## config.mk

```make
export PLATFORM = sky130hd
export DESIGN_NAME = regfile_write_port
export DESIGN_NICKNAME = d
export VERILOG_FILES = /design/src/rtl/mips_regfile_pkg.sv /design/src/rtl/regfile_write_decoder.sv /design/src/rtl/regfile_write_port.sv
export SDC_FILE = /design/constraint.sdc
export NUM_CORES = 1
export LEC_CHECK = 0
export ABC_AREA = 1
export CAP_MARGIN = 20
export CORE_AREA = 2 2 425 427
export CTS_CLUSTER_DIAMETER = 40
export CTS_CLUSTER_SIZE = 12
export DETAILED_ROUTE_END_ITERATION = 10
export DIE_AREA = 0 0 427 429
export PLACE_DENSITY = 0.5
export SLEW_MARGIN = 20
export SYNTH_ARGS = -nofsm -noshare
export SYNTH_HDL_FRONTEND = slang
export SYNTH_HIERARCHICAL = 1
export SYNTH_SLANG_ARGS = --single-unit
```

## constraint.sdc

```tcl
create_clock -name clk -period 2.5 [get_ports clk]
set_input_delay 0.5 -clock clk [delete_from_list [all_inputs] [get_ports clk]]
set_output_delay 0.5 -clock clk [all_outputs]
set_load 0.01 [all_outputs]
```

## src/rtl/mips_regfile_pkg.sv

```systemverilog
// Shared constants and the write-queue entry type for the MIPS register file.
// Macro REGFILE_WRITE_BYPASS_EN (used in regfile_write_port) enables the
// read-side overlay of queued writes.
package mips_regfile_pkg;

  localparam int unsigned NUM_REGS = 32;
  localparam int unsigned ADDR_W   = 5;
  localparam int unsigned DATA_W   = 32;

  localparam logic [ADDR_W-1:0] REG_ZERO = 5'd0;
  localparam logic [ADDR_W-1:0] REG_GP   = 5'd28;
  localparam logic [ADDR_W-1:0] REG_SP   = 5'd29;

  // One queued write-back request
  typedef struct packed {
    logic [ADDR_W-1:0] addr;
    logic [DATA_W-1:0] data;
  } wr_entry_t;

endpackage

```

## src/rtl/regfile_write_decoder.sv

```systemverilog
// 5-to-32 one-hot decoder with enable; bit 0 is always masked because
// register $zero is never written.
// Ports:
//   i_en        decode enable
//   i_addr      register number
//   o_onehot_c  combinational one-hot strobe (0 when disabled or addr 0)
module regfile_write_decoder
  import mips_regfile_pkg::*;
(
  input  logic                i_en,
  input  logic [ADDR_W-1:0]   i_addr,
  output logic [NUM_REGS-1:0] o_onehot_c
);

  always_comb begin
    o_onehot_c = '0;
    if (i_en && (i_addr != REG_ZERO)) o_onehot_c[i_addr] = 1'b1;
  end

endmodule

```

## src/rtl/regfile_write_port.sv

```systemverilog
// Write side of the 32-entry MIPS register file. Write-back requests are
// accepted over valid/ready into a small in-order queue and committed at most
// one per cycle into register storage; all registers are presented flattened
// on Reg_Data for the read multiplexers.
// Optional feature macro: REGFILE_WRITE_BYPASS_EN -- when defined, Reg_Data is
// overlaid with the queued (uncommitted) writes, newest winning per address.
// Ports:
//   clk, reset     clock (rising edge), asynchronous active-low reset
//   Wr_Valid/Ready request handshake (Ready is combinational)
//   Wr_Addr/Data   destination register and write-back data
//   Commit_Stall   hold the queue head this cycle
//   Flush          drop all queued writes (highest priority)
//   Wr_Strobe      registered one-hot of the register committed at last edge
//   Pending_Count  queued entries
//   Reg_Data       register r at bits [r*N +: N]
module regfile_write_port
  import mips_regfile_pkg::*;
#(
  parameter int unsigned N        = 32,
  parameter int unsigned DEPTH    = 2,
  parameter logic [N-1:0] SP_RESET = 32'h7FFF_EFFC,
  parameter logic [N-1:0] GP_RESET = 32'h1000_8000
) (
  input  logic                  clk,
  input  logic                  reset,
  input  logic                  Wr_Valid,
  output logic                  Wr_Ready,
  input  logic [ADDR_W-1:0]     Wr_Addr,
  input  logic [N-1:0]          Wr_Data,
  input  logic                  Commit_Stall,
  input  logic                  Flush,
  output logic [NUM_REGS-1:0]   Wr_Strobe,
  output logic [1:0]            Pending_Count,
  output logic [NUM_REGS*N-1:0] Reg_Data
);

  localparam int unsigned PTR_W = (DEPTH > 1) ? $clog2(DEPTH) : 1;

  wr_entry_t             r_q [DEPTH];
  logic [PTR_W-1:0]      r_wr_ptr;
  logic [PTR_W-1:0]      r_rd_ptr;
  logic [1:0]            r_count;
  logic [NUM_REGS-1:0]   r_strobe;
  logic [N-1:0]          r_regs [1:NUM_REGS-1];

  logic                  w_ready;
  logic                  w_accept;
  logic                  w_commit;
  wr_entry_t             w_head;
  logic [NUM_REGS-1:0]   w_strobe;
  logic [NUM_REGS*N-1:0] w_flat;

  // Pointer advance, wrapping modulo DEPTH
  function automatic logic [PTR_W-1:0] ptr_next(input logic [PTR_W-1:0] p);
    if (p == PTR_W'(DEPTH - 1)) return '0;
    return p + PTR_W'(1);
  endfunction

  assign w_ready  = (r_count < 2'(DEPTH)) && !Flush;
  assign w_accept = Wr_Valid && w_ready;
  assign w_commit = (r_count != 2'd0) && !Commit_Stall && !Flush;
  assign w_head   = r_q[r_rd_ptr];

  regfile_write_decoder u_dec (
    .i_en       (w_commit),
    .i_addr     (w_head.addr),
    .o_onehot_c (w_strobe)
  );

  // Write queue: tail push on accept, head pop on commit, flush empties it
  always_ff @(posedge clk or negedge reset) begin
    if (!reset) begin
      r_wr_ptr <= '0;
      r_rd_ptr <= '0;
      r_count  <= 2'd0;
      for (int unsigned i = 0; i < DEPTH; i++) r_q[i] <= '0;
    end else if (Flush) begin
      r_wr_ptr <= '0;
      r_rd_ptr <= '0;
      r_count  <= 2'd0;
    end else begin
      if (w_accept) begin
        r_q[r_wr_ptr] <= '{addr: Wr_Addr, data: DATA_W'(Wr_Data)};
        r_wr_ptr      <= ptr_next(r_wr_ptr);
      end
      if (w_commit) r_rd_ptr <= ptr_next(r_rd_ptr);
      case ({w_accept, w_commit})
        2'b10:   r_count <= r_count + 2'd1;
        2'b01:   r_count <= r_count - 2'd1;
        default: r_count <= r_count;
      endcase
    end
  end

  // Register storage; $zero has no storage at all
  always_ff @(posedge clk or negedge reset) begin
    if (!reset) begin
      for (int unsigned r = 1; r < NUM_REGS; r++) begin
        if (ADDR_W'(r) == REG_GP)      r_regs[r] <= GP_RESET;
        else if (ADDR_W'(r) == REG_SP) r_regs[r] <= SP_RESET;
        else                           r_regs[r] <= '0;
      end
    end else begin
      for (int unsigned r = 1; r < NUM_REGS; r++) begin
        if (w_strobe[r]) r_regs[r] <= N'(w_head.data);
      end
    end
  end

  // Strobe is the decoded commit, so it is already 0 on stall/flush/empty
  always_ff @(posedge clk or negedge reset) begin
    if (!reset) r_strobe <= '0;
    else        r_strobe <= w_strobe;
  end

  // Flattened read view, optionally overlaid with queued writes oldest-first
  always_comb begin
    w_flat = '0;
    for (int unsigned r = 1; r < NUM_REGS; r++) w_flat[r*N +: N] = r_regs[r];
`ifdef REGFILE_WRITE_BYPASS_EN
    for (int unsigned i = 0; i < DEPTH; i++) begin
      logic [PTR_W-1:0] idx;
      idx = PTR_W'((32'(r_rd_ptr) + i) % DEPTH);
      if ((i < 32'(r_count)) && (r_q[idx].addr != REG_ZERO))
        w_flat[32'(r_q[idx].addr)*N +: N] = N'(r_q[idx].data);
    end
`endif
  end

  assign Wr_Ready      = w_ready;
  assign Wr_Strobe     = r_strobe;
  assign Pending_Count = r_count;
  assign Reg_Data      = w_flat;

endmodule

```

==> results.tsv <==
metric	value	unit
Finish-stage setup viols	0	
number of nets with antenna violations after detailed routing	0	
post-synthesis instance area	39500	sq um
Critical Path Sink Type	primary output	
number of maximum-capacitance violations	0	
gpl congestion	0.813	
overflow left after global routing	0	
clock sink total	1102	
sequential share of the synthesized area	0.700	
unique cell type count in the Yosys netlist	20	
final net count	4993	
wire length of the first global-routing pass	245	mm
worst-case headroom to the max-slew limit	0.426	
outcome	completed	
Max Root-Sink Buffers	3	
kind of cell adding the most delay to the critical path	buffers and inverters	
routed wire length	174	mm
number of storage elements in the synthesis netlist	1102	
number of port buffers	1068	
overall die width	427	um
fin crit period	2.42	ns
worst-path maximum fanout	2	
vias per inst	4.24	
final worst clock skew	0.0442	ns
clock transition at the registers of the reported paths	0.06	ns
Worst Path Required	2.00	ns
fraction of layout cells with a size suffix above 1	0.133	
average cell area after synthesis	10.5	sq um
type of the worst setup path	reg -> out	
overall die height	429	um
worst-path cell chain	clkdlybuf4s50_1	
final setup slack of the worst path	0.0800	ns
clock latency on the worst-skew pair	0.83	ns
Static Leak	26.8	nW
actual slew at the worst max-slew pin	0.860	ns
pin count of the biggest net entering global routing	73	
mean routed wirelength per cell	23.3	um
number of instances in the synthesized netlist	3772	
nature of the critical path startpoint	register	
Root Buffer Master	sky130_fd_sc_hd__clkbuf_16	
initial DRC count	2529	
number of remaining DRC errors	0	
overall power	0.0556	W
count of buffer and inverter cells on the critical path	1	
Ys Warns	6	
filler cell count	18000	
number of H-tree levels	4	
slowest CP cell	sky130_fd_sc_hd__clkdlybuf4s50_1	
commonest non-fill, non-tap cell in the layout	sky130_fd_sc_hd__nand2_1	
Die ar.	183000	sq um
power density over the cells	900	nW/um^2
total area of sequential cells	27600	sq um
CTS tree	built	
starting utilization of the core area	0.222	
Area growth syn-to-layout	56.7	%
Fmax	413	MHz
Worst VDD drop	0.000639	V
WHS	0.259	ns
final std cells w/o fill	7483	
commonest cells after routing, fill and taps aside	sky130_fd_sc_hd__nand2_1, sky130_fd_sc_hd__dfrtp_1, sky130_fd_sc_hd__clkdlybuf4s50_1	
type of the worst min-delay path	in -> reg	
iteration count of the initial detailed-routing pass	5	
number of instances in the placed design	7119	
vias in the first global route	31900	
Slew Limit Fails	0	
Floorplan Core Area	178000	sq um
CTS buffer count	183	
final worst-path cycle share	0.968	
area of combinational cells with multiple inputs	10700	sq um
data arrival time at the worst-slack endpoint	1.92	ns
number of I/O pins	1101	
count of final hold-check violations	0	
Overall Global Routing Usage	0.187	
highest cell delay on the worst timing path	0.60	ns
detailed placer's ending HPWL	122	mm
number of antenna violations at the first check in global routing	29	
cell row count	155	
worst-case setup slack after placement	-0.803	ns
vias after detailed routing	31700	
==> synthesized netlist by cell type (all sizes together) <==
library cell     n  area share
a21oi            3     0.00038
dfrtp         1072        0.68
buf            109       0.016
clkinv          31      0.0029
o21ai         1067        0.14
nor3b            1     0.00032
o211ai           1     0.00019
dfstp           30       0.020
inv             51      0.0048
conb             2     0.00019
nor2            35      0.0033
nand3           15      0.0019
clkbuf         226       0.022
nand2         1097        0.10
mux2i           32      0.0081
==> metal layers <==
metal | global-route usage | share of wire | up-vias
met5 | 0 | 0.00016 | -
met4 | 0.0754 | 0.036 | 4
met3 | 0.0559 | 0.076 | 293
met2 | 0.318 | 0.50 | 1142
met1 | 0.218 | 0.39 | 15600
li1 | - | - | 14700
==> path summary, 6_finish.rpt <==
path / start / endpoint / slack, ns / cells after the start
min in group asynchronous: reset / Reg_Data[834] / 0.35 / 2
worst min register to register: Reg_Data[433] / Reg_Data[433] / 0.48 / 2
worst min-delay path: Wr_Data[23] / r_q[60] / 0.26 / 3
max in group asynchronous: reset / Reg_Data[59] / 1.16 / 4
worst max register to register: Pending_Count[1] / Reg_Data[328] / 0.14 / 12
worst max-delay path: Reg_Data[952] / Reg_Data[952] / 0.08 / 1
==> registers in the layout, indices dropped and copies added (netlist names) <==
register,flops
r_wr_ptr,1
r_rd_ptr,1
Wr_Strobe,32
Reg_Data,992
Pending_Count,2
r_q,74
==> cell families (layout without fill, tap and decap cells) <==
family,Yosys count,count (layout),share of synthesized area
buf+inv,417,1725,0.0458
compound gates,1071,1071,0.136
simple gates,1148,1148,0.110
flops,1102,1102,0.700
other cells,2,50,0.000190
mux,32,32,0.00812
==> metrics by stage <==
step	util	TNS, ns	instance area, sq um
2_1_floorplan	-	0	39600
3_3_place_gp	0.310	-434.01	55200
3_5_place_dp	0.310	-442.29	55200
4_1_cts	0.347	-3.58	61700
5_1_grt	0.347	-0.00366	61800
6_report	0.347	0	61900
==> where the power goes <==
part / switching [W] / internal, W / total (W)
Combinational: 0.00534 / 0.00359 / 0.00893
Clock: 0.00993 / 0.0165 / 0.0264
Sequential: 0.000974 / 0.0193 / 0.0203
Total: 0.0162 / 0.0394 / 0.0556
==> timing repair <==
item,CTS,global route
hold buffers,1,0
endpoints found under the hold margin,10,0
setup endpoints to repair,489,339
gates resized for setup,24,21
buffers inserted,0,1
==> cell type report <==
| cell class | count | share of cell area |
|---|---|---|
| Sequential cell | 1102 | 0.447 |
| Timing Repair Buffer | 1298 | 0.222 |
| Multi-Input combinational cell | 2284 | 0.173 |
| Clock buffer | 222 | 0.0792 |
| Tap cell | 2355 | 0.0476 |
| Clock inverter | 123 | 0.0262 |
| Inverter | 82 | 0.00504 |
| Antenna cell | 17 | 0.000688 |
Note: power is estimated with default switching activity, not from simulation.
